$ cat src/rtl/store_merge_pkg.sv
// Shared constants for the store_merge slice: width codes, FSM states and lane helpers.
package store_merge_pkg;

  localparam logic [1:0] Smb = 2'b00;
  localparam logic [1:0] Smh = 2'b01;
  localparam logic [1:0] Smw = 2'b10;

  typedef enum logic [1:0] {
    Sm_IDLE = 2'd0,
    Sm_RD   = 2'd1,
    Sm_WR   = 2'd2,
    Sm_DONE = 2'd3
  } sm_state_e;

  // Reserved width (2'b11) is reported through the same error path as misalignment.
  function automatic logic store_misaligned(input logic [1:0] width, input logic [1:0] lo);
    case (width)
      Smb:     return 1'b0;
      Smh:     return lo[0];
      Smw:     return lo != 2'b00;
      default: return 1'b1;
    endcase
  endfunction

  function automatic logic [31:0] store_replicate(input logic [1:0] width, input logic [31:0] data);
    case (width)
      Smb:     return {4{data[7:0]}};
      Smh:     return {2{data[15:0]}};
      default: return data;
    endcase
  endfunction

endpackage

$ cat src/rtl/store_lane_merge.sv
// Combinational lane packer: places byte/half/word store data into its little-endian lanes.
module store_lane_merge
  import store_merge_pkg::*;
(
  input  logic [31:0] old_i,
  input  logic [31:0] wdata_i,
  input  logic [1:0]  width_i,
  input  logic [1:0]  addr_lo_i,
  output logic [31:0] merged_o,
  output logic [3:0]  be_o
);

  logic [31:0] lane_data;

  always_comb begin
    lane_data = store_replicate(width_i, wdata_i);
    case (width_i)
      Smb:     be_o = 4'b0001 << addr_lo_i;
      Smh:     be_o = 4'b0011 << {addr_lo_i[1], 1'b0};
      Smw:     be_o = 4'b1111;
      default: be_o = 4'b0000;
    endcase
    merged_o = old_i;
    for (int i = 0; i < 4; i++) begin
      if (be_o[i]) merged_o[8*i +: 8] = lane_data[8*i +: 8];
    end
  end

endmodule

$ cat src/rtl/store_merge.sv
// Multicycle narrow-store unit for a word-only memory (read-modify-write by default).
// Define STORE_MERGE_BE_EN for a byte-enable memory: single write, no read.
module store_merge
  import store_merge_pkg::*;
#(
  parameter int ADDR_W = 32
) (
  input  logic              clk_i,
  input  logic              rst_n_i,
  input  logic              req_i,
  input  logic [1:0]        Sm_width_i,
  input  logic [ADDR_W-1:0] addr_i,
  input  logic [31:0]       wdata_i,
  output logic              busy_o,
  output logic              done_o,
  output logic              err_o,
  output logic [ADDR_W-1:0] mem_addr_o,
  output logic              mem_rd_o,
  input  logic [31:0]       mem_rdata_i,
  input  logic              mem_rvalid_i,
  output logic              mem_wr_o,
  output logic [31:0]       mem_wdata_o,
  input  logic              mem_wack_i
`ifdef STORE_MERGE_BE_EN
  ,
  output logic [3:0]        mem_be_o
`endif
);

`ifdef STORE_MERGE_BE_EN
  localparam bit BeEn = 1'b1;
`else
  localparam bit BeEn = 1'b0;
`endif

  sm_state_e         state_q;
  logic              busy_q, done_q, err_q, rd_q, wr_q;
  logic [ADDR_W-1:0] mem_addr_q;
  logic [31:0]       mem_wdata_q;
  logic [1:0]        width_q;
  logic [1:0]        addr_lo_q;
  logic [31:0]       wdata_q;

  logic [31:0] lm_old, lm_wdata, lm_merged;
  logic [1:0]  lm_width, lm_lo;
  logic [3:0]  lm_be;
  logic        go_direct;

  // In IDLE the merger sees the live request (word or byte-enable path);
  // in RD it merges the latched operand into the returning read data.
  always_comb begin
    lm_old   = store_replicate(Sm_width_i, wdata_i);
    lm_wdata = wdata_i;
    lm_width = Sm_width_i;
    lm_lo    = addr_i[1:0];
    if (state_q == Sm_RD) begin
      lm_old   = mem_rdata_i;
      lm_wdata = wdata_q;
      lm_width = width_q;
      lm_lo    = addr_lo_q;
    end
  end

  assign go_direct = BeEn || (Sm_width_i == Smw);

  store_lane_merge u_lane_merge (
    .old_i    (lm_old),
    .wdata_i  (lm_wdata),
    .width_i  (lm_width),
    .addr_lo_i(lm_lo),
    .merged_o (lm_merged),
    .be_o     (lm_be)
  );

`ifdef STORE_MERGE_BE_EN
  logic [3:0] be_q;
  assign mem_be_o = be_q;
`else
  logic be_unused;
  assign be_unused = ^lm_be;
`endif

  always_ff @(posedge clk_i or negedge rst_n_i) begin
    if (!rst_n_i) begin
      state_q     <= Sm_IDLE;
      busy_q      <= 1'b0;
      done_q      <= 1'b0;
      err_q       <= 1'b0;
      rd_q        <= 1'b0;
      wr_q        <= 1'b0;
      mem_addr_q  <= '0;
      mem_wdata_q <= '0;
      width_q     <= '0;
      addr_lo_q   <= '0;
      wdata_q     <= '0;
`ifdef STORE_MERGE_BE_EN
      be_q        <= '0;
`endif
    end else begin
      case (state_q)
        Sm_IDLE: begin
          if (req_i) begin
            width_q    <= Sm_width_i;
            addr_lo_q  <= addr_i[1:0];
            wdata_q    <= wdata_i;
            mem_addr_q <= {addr_i[ADDR_W-1:2], 2'b00};
            busy_q     <= 1'b1;
            if (store_misaligned(Sm_width_i, addr_i[1:0])) begin
              state_q <= Sm_DONE;
              done_q  <= 1'b1;
              err_q   <= 1'b1;
            end else if (go_direct) begin
              state_q     <= Sm_WR;
              wr_q        <= 1'b1;
              mem_wdata_q <= lm_merged;
`ifdef STORE_MERGE_BE_EN
              be_q        <= lm_be;
`endif
            end else begin
              state_q <= Sm_RD;
              rd_q    <= 1'b1;
            end
          end
        end
        Sm_RD: begin
          if (mem_rvalid_i) begin
            state_q     <= Sm_WR;
            rd_q        <= 1'b0;
            wr_q        <= 1'b1;
            mem_wdata_q <= lm_merged;
          end
        end
        Sm_WR: begin
          if (mem_wack_i) begin
            state_q <= Sm_DONE;
            wr_q    <= 1'b0;
            done_q  <= 1'b1;
`ifdef STORE_MERGE_BE_EN
            be_q    <= '0;
`endif
          end
        end
        Sm_DONE: begin
          state_q <= Sm_IDLE;
          done_q  <= 1'b0;
          err_q   <= 1'b0;
          busy_q  <= 1'b0;
        end
        default: state_q <= Sm_IDLE;
      endcase
    end
  end

  assign busy_o      = busy_q;
  assign done_o      = done_q;
  assign err_o       = err_q;
  assign mem_rd_o    = rd_q;
  assign mem_wr_o    = wr_q;
  assign mem_addr_o  = mem_addr_q;
  assign mem_wdata_o = mem_wdata_q;

endmodule

$ cat config.mk
export PLATFORM = sky130hd
export DESIGN_NAME = store_merge
export DESIGN_NICKNAME = d
export VERILOG_FILES = /design/src/rtl/store_merge_pkg.sv /design/src/rtl/store_lane_merge.sv /design/src/rtl/store_merge.sv
export SDC_FILE = /design/constraint.sdc
export NUM_CORES = 1
export LEC_CHECK = 0
export BUFFER_PORTS_ARGS = -buffer_cell sky130_fd_sc_hd__buf_2
export CAP_MARGIN = 0
export CELL_PAD_IN_SITES_DETAIL_PLACEMENT = 0
export CELL_PAD_IN_SITES_GLOBAL_PLACEMENT = 2
export CORE_UTILIZATION = 25
export CTS_CLUSTER_SIZE = 40
export DETAILED_ROUTE_END_ITERATION = 16
export PLACE_DENSITY_LB_ADDON = 0.1
export SYNTH_ARGS = -nofsm -noshare
export SYNTH_HDL_FRONTEND = slang
export SYNTH_HIERARCHICAL = 1
export SYNTH_SLANG_ARGS = --single-unit
$ cat constraint.sdc
create_clock -name clk_i -period 3.55 [get_ports clk_i]
set_input_delay 0.5325 -clock clk_i [delete_from_list [all_inputs] [get_ports clk_i]]
set_output_delay 0.5325 -clock clk_i [all_outputs]
set_load 0.005 [all_outputs]
After elaboration in Yosys (flattened, before gate mapping)
Index checks and enable logic that the tools add are counted.
{"block": "classes", "eq_ne": 14, "shifts": 2, "muxes": 43, "reduce_logical": 16}
{"op": "$mux 32", "count": 6}
{"op": "$pmux 32 s2", "count": 3}
{"op": "$mux 8", "count": 4}
{"op": "$mux 1", "count": 15}
{"op": "$mux 2", "count": 7}
{"op": "$ne 2x2->1 const B", "count": 7}
{"op": "$pmux 4 s3", "count": 1}
{"op": "$reduce_and 5->1", "count": 2}
{"op": "$pmux 1 s3", "count": 3}
{"op": "$eq 2x2->1 const B", "count": 4}
{"op": "$pmux 2 s4", "count": 1}
{"op": "$eq 2x1->1 const B", "count": 3}
{"op": "$logic_not 2->1", "count": 3}
{"op": "$pmux 1 s2", "count": 3}
{"op": "$reduce_and 3->1", "count": 2}
{"op": "$reduce_and 6->1", "count": 1}
{"op": "$reduce_bool 2->1", "count": 3}
{"op": "$reduce_bool 3->1", "count": 2}
{"op": "$reduce_and 2->1", "count": 2}
{"op": "$reduce_and 4->1", "count": 1}
{"op": "$shl 1x2->4 const A", "count": 1}
{"op": "$shl 2x2->4 const A", "count": 1}
{"block": "totals", "ff_bits": 105, "output_inout_bits": 69, "elab_cells": 86}

Longest topological paths before layout
{"block": "logic_depth", "depth_word": 9, "depth_mapped": 12}

Cells and area by module
Netlist, hierarchy kept.
{"mod": "store_merge", "instances": 1, "cells_each": 436, "area_each_um2": 5328.9, "seq_area_each_um2": 2627.5}
{"mod": "store_lane_merge", "instances": 1, "cells_each": 80, "area_each_um2": 815.8, "seq_area_each_um2": 0.0}

Worst setup path after synthesis
Ideal clock, no wire load.
{"block": "synth_path", "path_type": "flip-flop to flip-flop", "from": "register state_q[1]", "to": "register mem_wdata_q[10] (netlist: mem_wdata_o[10])", "arrival_time_ps": 2856, "required_time_ps": 3425, "slack_ps": 569, "path_stages_with_launch": 11, "path_buffers": 3, "period_less_slack_ps": 2981, "path_cell_list": "dfrtp_1 > inv_1 > ha_1 > clkbuf_1 > buf_2 > mux2_2 > buf_4 > nor2_4 > mux2_2 > mux2_2 > mux2_4"}
{"block": "synth_via", "elab_chain_len": 9}
{"item": "from (decl)", "line": "store_merge.sv:36", "text": "sm_state_e state_q;"}
{"item": "from (signal assigned)", "line": "store_merge.sv:85", "text": "state_q <= Sm_IDLE;"}
{"item": "from (signal assigned)", "line": "store_merge.sv:109", "text": "state_q <= Sm_DONE;"}
{"item": "from (signal assigned)", "line": "store_merge.sv:113", "text": "state_q <= Sm_WR;"}
{"item": "$eq 2x1->1 (*)", "line": "store_merge.sv:56", "text": "if (state_q == Sm_RD) begin"}
{"item": "$mux 2 (*)", "line": "store_merge.sv:56"}
{"item": "net lm_width[0]", "line": "store_merge.sv:45", "text": "logic [1:0] lm_width, lm_lo;"}
{"item": "$eq 2x2->1, or another cell as far along", "line": "store_lane_merge.sv:17", "text": "case (width_i)"}
{"item": "$pmux 4 s3 / $pmux 32 s2 (equally long branches)", "line": "store_lane_merge.sv:17, store_merge_pkg.sv:26"}
{"item": "$mux 8 (*)", "line": "store_lane_merge.sv:25", "text": "if (be_o[i]) merged_o[8*i +: 8] = lane_data[8*i +: 8];"}
{"item": "net lm_merged[10]", "line": "store_merge.sv:44", "text": "logic [31:0] lm_old, lm_wdata, lm_merged;"}
{"item": "$mux 32", "line": "store_merge.sv:112", "text": "end else if (go_direct) begin"}
{"item": "$mux 32", "line": "store_merge.sv:108", "text": "if (store_misaligned(Sm_width_i, addr_i[1:0])) begin"}
{"item": "$mux 32", "line": "store_merge.sv:102", "text": "if (req_i) begin"}
{"item": "$pmux 32 s2 (*)", "line": "store_merge.sv:100", "text": "case (state_q)"}
{"item": "to (signal assigned)", "line": "store_merge.sv:115", "text": "mem_wdata_q <= lm_merged;"}
{"item": "to (signal assigned)", "line": "store_merge.sv:130", "text": "mem_wdata_q <= lm_merged;"}
{"item": "to (decl)", "line": "store_merge.sv:39", "text": "logic [31:0] mem_wdata_q;"}
Mark *: on every way through the listed nets, which the timed path passes. The rest lies on a longest branch. The select of a mux whose other input is x is not followed.
A chain may end at the register's enable or synchronous reset.

Worst setup path in the final report
{"block": "layout_path", "from": "register state_q[1]", "to": "register mem_wdata_q[4] (netlist: mem_wdata_o[4])"}
{"block": "layout_via", "elab_chain_len": 9}
{"item": "$eq 2x1->1 (*)", "line": "store_merge.sv:56"}
{"item": "$mux 2 (*)", "line": "store_merge.sv:56"}
{"item": "net lm_width[0]", "line": "store_merge.sv:45"}
{"item": "$eq 2x2->1, or another cell as far along", "line": "store_lane_merge.sv:17"}
{"item": "$pmux 4 s3 (*)", "line": "store_lane_merge.sv:17"}
{"item": "net lm_be[0]", "line": "store_merge.sv:46", "text": "logic [3:0] lm_be;"}
{"item": "$mux 8 (*)", "line": "store_lane_merge.sv:25"}
{"item": "net lm_merged[4]", "line": "store_merge.sv:44"}
{"item": "$mux 32", "line": "store_merge.sv:112"}
{"item": "$mux 32", "line": "store_merge.sv:108"}
{"item": "$mux 32", "line": "store_merge.sv:102"}
{"item": "$pmux 32 s2 (*)", "line": "store_merge.sv:100"}
Marked as above.

==> run metrics <==
ANT nets after route=0; IO Pins=roughly 170; cts hold-fix bufs=0; Lkg Pwr=roughly 3.6 nW; initial DRC count=216; CP Launch Point=state_q[1]$_DFFE_PN0P_; # resized after CTS=0; Detailed Place HPWL=13900 um; Rel. slew slack=~28%; WL met3=around 940 um; synthesized area=a little over 0.006 mm2; Seq pwr share=between 20 and 30%; unrepaired setup endpoints after global routing=false; total congestion overflow=0; Clock Skew=0.00910 ns; n_diodes=0; CTS max path bufs=2; Hold WS=0.334 ns; Final period util=between 80% and 90%; layout cells sized above 1=between 50% and 60%; Cells after Synth=515; Max FO, Critical Path=28; crit path DAT=between 3 and 4 ns; Comb pwr share=56.0%; Root Buffer=clkbuf_16; synth warn=6; gr usage total=between 10% and 20%; Setup CP Type=flip-flop to flip-flop; first-pass GRT wire length=29700 um; sw frac=a little under two fifths; Slowest-stage cell, CP=o31ai_4; area growth from synthesis to layout=24.7%; Final Hold Vio Count=0; Reg clk slew, reported paths=0.08 ns; Pwr Total=7.33 mW; Slew Limit Fails=0; Least-Margin Pin Slew=1.08 ns; Clk pwr share=14.7%; Max Cap Viol=0; Routed WL=approximately 19000 um; vias per inst=4.57; die height=between 150 and 200 um; Worst VDD drop=~0.27 mV; Net Sw Power=around 2.7 mW; PwrDens=~960 mW/mm2; vias=~4600; Clock Latency Late Sink=0.36 ns; Finish-stage setup viols=0; postcts setup bufs=0; fmax=roughly 0.35 GHz; setup TNS=0 ns; synthesized area per cell=11.9 um2; htree depth=3; CP required=3.79 ns; top layer in use=met5; number of global-route vias before repair=slightly below 5000; Die ar.=0.0252 mm2; hold crit path type=input port to async pin; Worst path max stage delay=about 0.53 ns; Die X-Extent=~160 um; status=completed; Row Count=56; CP Capture Type=flip-flop; area of the core=around 0.024 mm2; drc violations=0; worst reg2reg startpoint=state_q[1]$_DFFE_PN0P_; GPL Wtd Cong=0.715; CP Cell Sequence=inv_1 > ha_4 > mux2_2 > nor2b_1 > o31ai_4 > mux2_2 > mux2_4; M1 wire length=around 9200 um; CTS tree=yes; Tmin final=2.89 ns; element type at the critical path start=flip-flop; clk sinks=roughly 110; drt wl/cell=~19 um; initial antenna violation count=1; final net count=around 780; crit-path most repeated cell=mux2_2; port bufs=roughly 170; WL met2=approximately 8800 um; DR pass1 iterations=4; effective utilization at floorplan=~26%; pin count of the biggest net entering global routing=75; CTS buffer count=9; internal power=approximately 4.6 mW
[worst paths after layout]
check | cells past startpoint | slack, ns | to
worst max-delay path | 7 | 0.66 | mem_wdata_o[4]$_DFFE_PN0P_
worst min-delay path | 1 | 0.33 | mem_addr_o[31]$_DFFE_PN0P_
worst max register to register | 7 | 0.66 | mem_wdata_o[4]$_DFFE_PN0P_
worst min register to register | 1 | 0.50 | mem_addr_o[3]$_DFFE_PN0P_
max in group asynchronous | 2 | 2.31 | mem_addr_o[9]$_DFFE_PN0P_
min in group clk_i | 2 | 0.40 | mem_addr_o[15]$_DFFE_PN0P_
[cell usage in the layout (no fill, tap or decap), types with 2 or more instances in the layout]
master	count
buf_2	168
mux2_2	134
dfrtp_1	105
nand2_1	60
mux2i_1	34
o21ai_0	32
mux2_4	30
buf_4	13
a21oi_1	11
nor2_1	10
nand2b_1	9
clkbuf_16	9
inv_1	8
nor3_1	8
a221o_1	8
nor2b_1	6
ha_1	3
nor2_2	2
conb_1	2
clkinv_4	2
inv_8	2
buf_12	2
o31ai_4	2
[area by class of cell]
| class | count | area (um2) |
|---|---|---|
| sequential | 105 | 2630 |
| tap | 319 | 399 |
| fill | 2452 | 16100 |
| clock buffer | 9 | 225 |
| inverter | 8 | 30.0 |
| clock inverter | 7 | 86.3 |
| timing repair buffer | 183 | 978 |
| multi-input combinational | 369 | 3310 |
[metrics by stage]
stage	instances	utilization, %	setup slack [ns]	area, um2
2_1_floorplan	516	-	0.569	6140
3_3_place_gp	984	30.9	0.704	7340
3_5_place_dp	984	30.9	0.645	7340
4_1_cts	1000	32.2	0.616	7650
5_1_grt	1000	32.2	0.480	7650
6_report	1000	32.2	0.657	7650
[layer usage]
metal | vias up | track usage (%)
li1 | 2174 | -
met1 | 2261 | 21.0
met2 | 113 | 25.0
met3 | 15 | 3.84
met4 | 2 | 4.06
met5 | - | 0
[state kept, by name, summed over array words and instances (netlist names)]
name         flops
mem_wr_o         1
err_o            1
width_q          2
addr_lo_q        2
state_q          2
mem_addr_o      30
wdata_q         32
mem_wdata_o     32
done_o           1
busy_o           1
mem_rd_o         1
[worst max-delay path, delay by kind of cell, from the launching register on]
family	cells	cell delay, ns
muxes	3	1.15
AOI/OAI and AO/OA	1	0.53
DFF	1	0.41
adders and majority gates	1	0.36
and+or+nand+nor	1	0.19
buffers and inverters	1	0.13
[power groups by stage]
stage	Combinational, mW	Sequential, mW	Clock (mW)
floorplan	2.97	2.13	0
global placement	4.12	2.16	0
detailed placement	4.17	2.17	0
CTS	4.18	2.16	1.13
global route	4.48	2.23	1.17
finish	4.10	2.15	1.08
(Power assumes the default switching activity.)
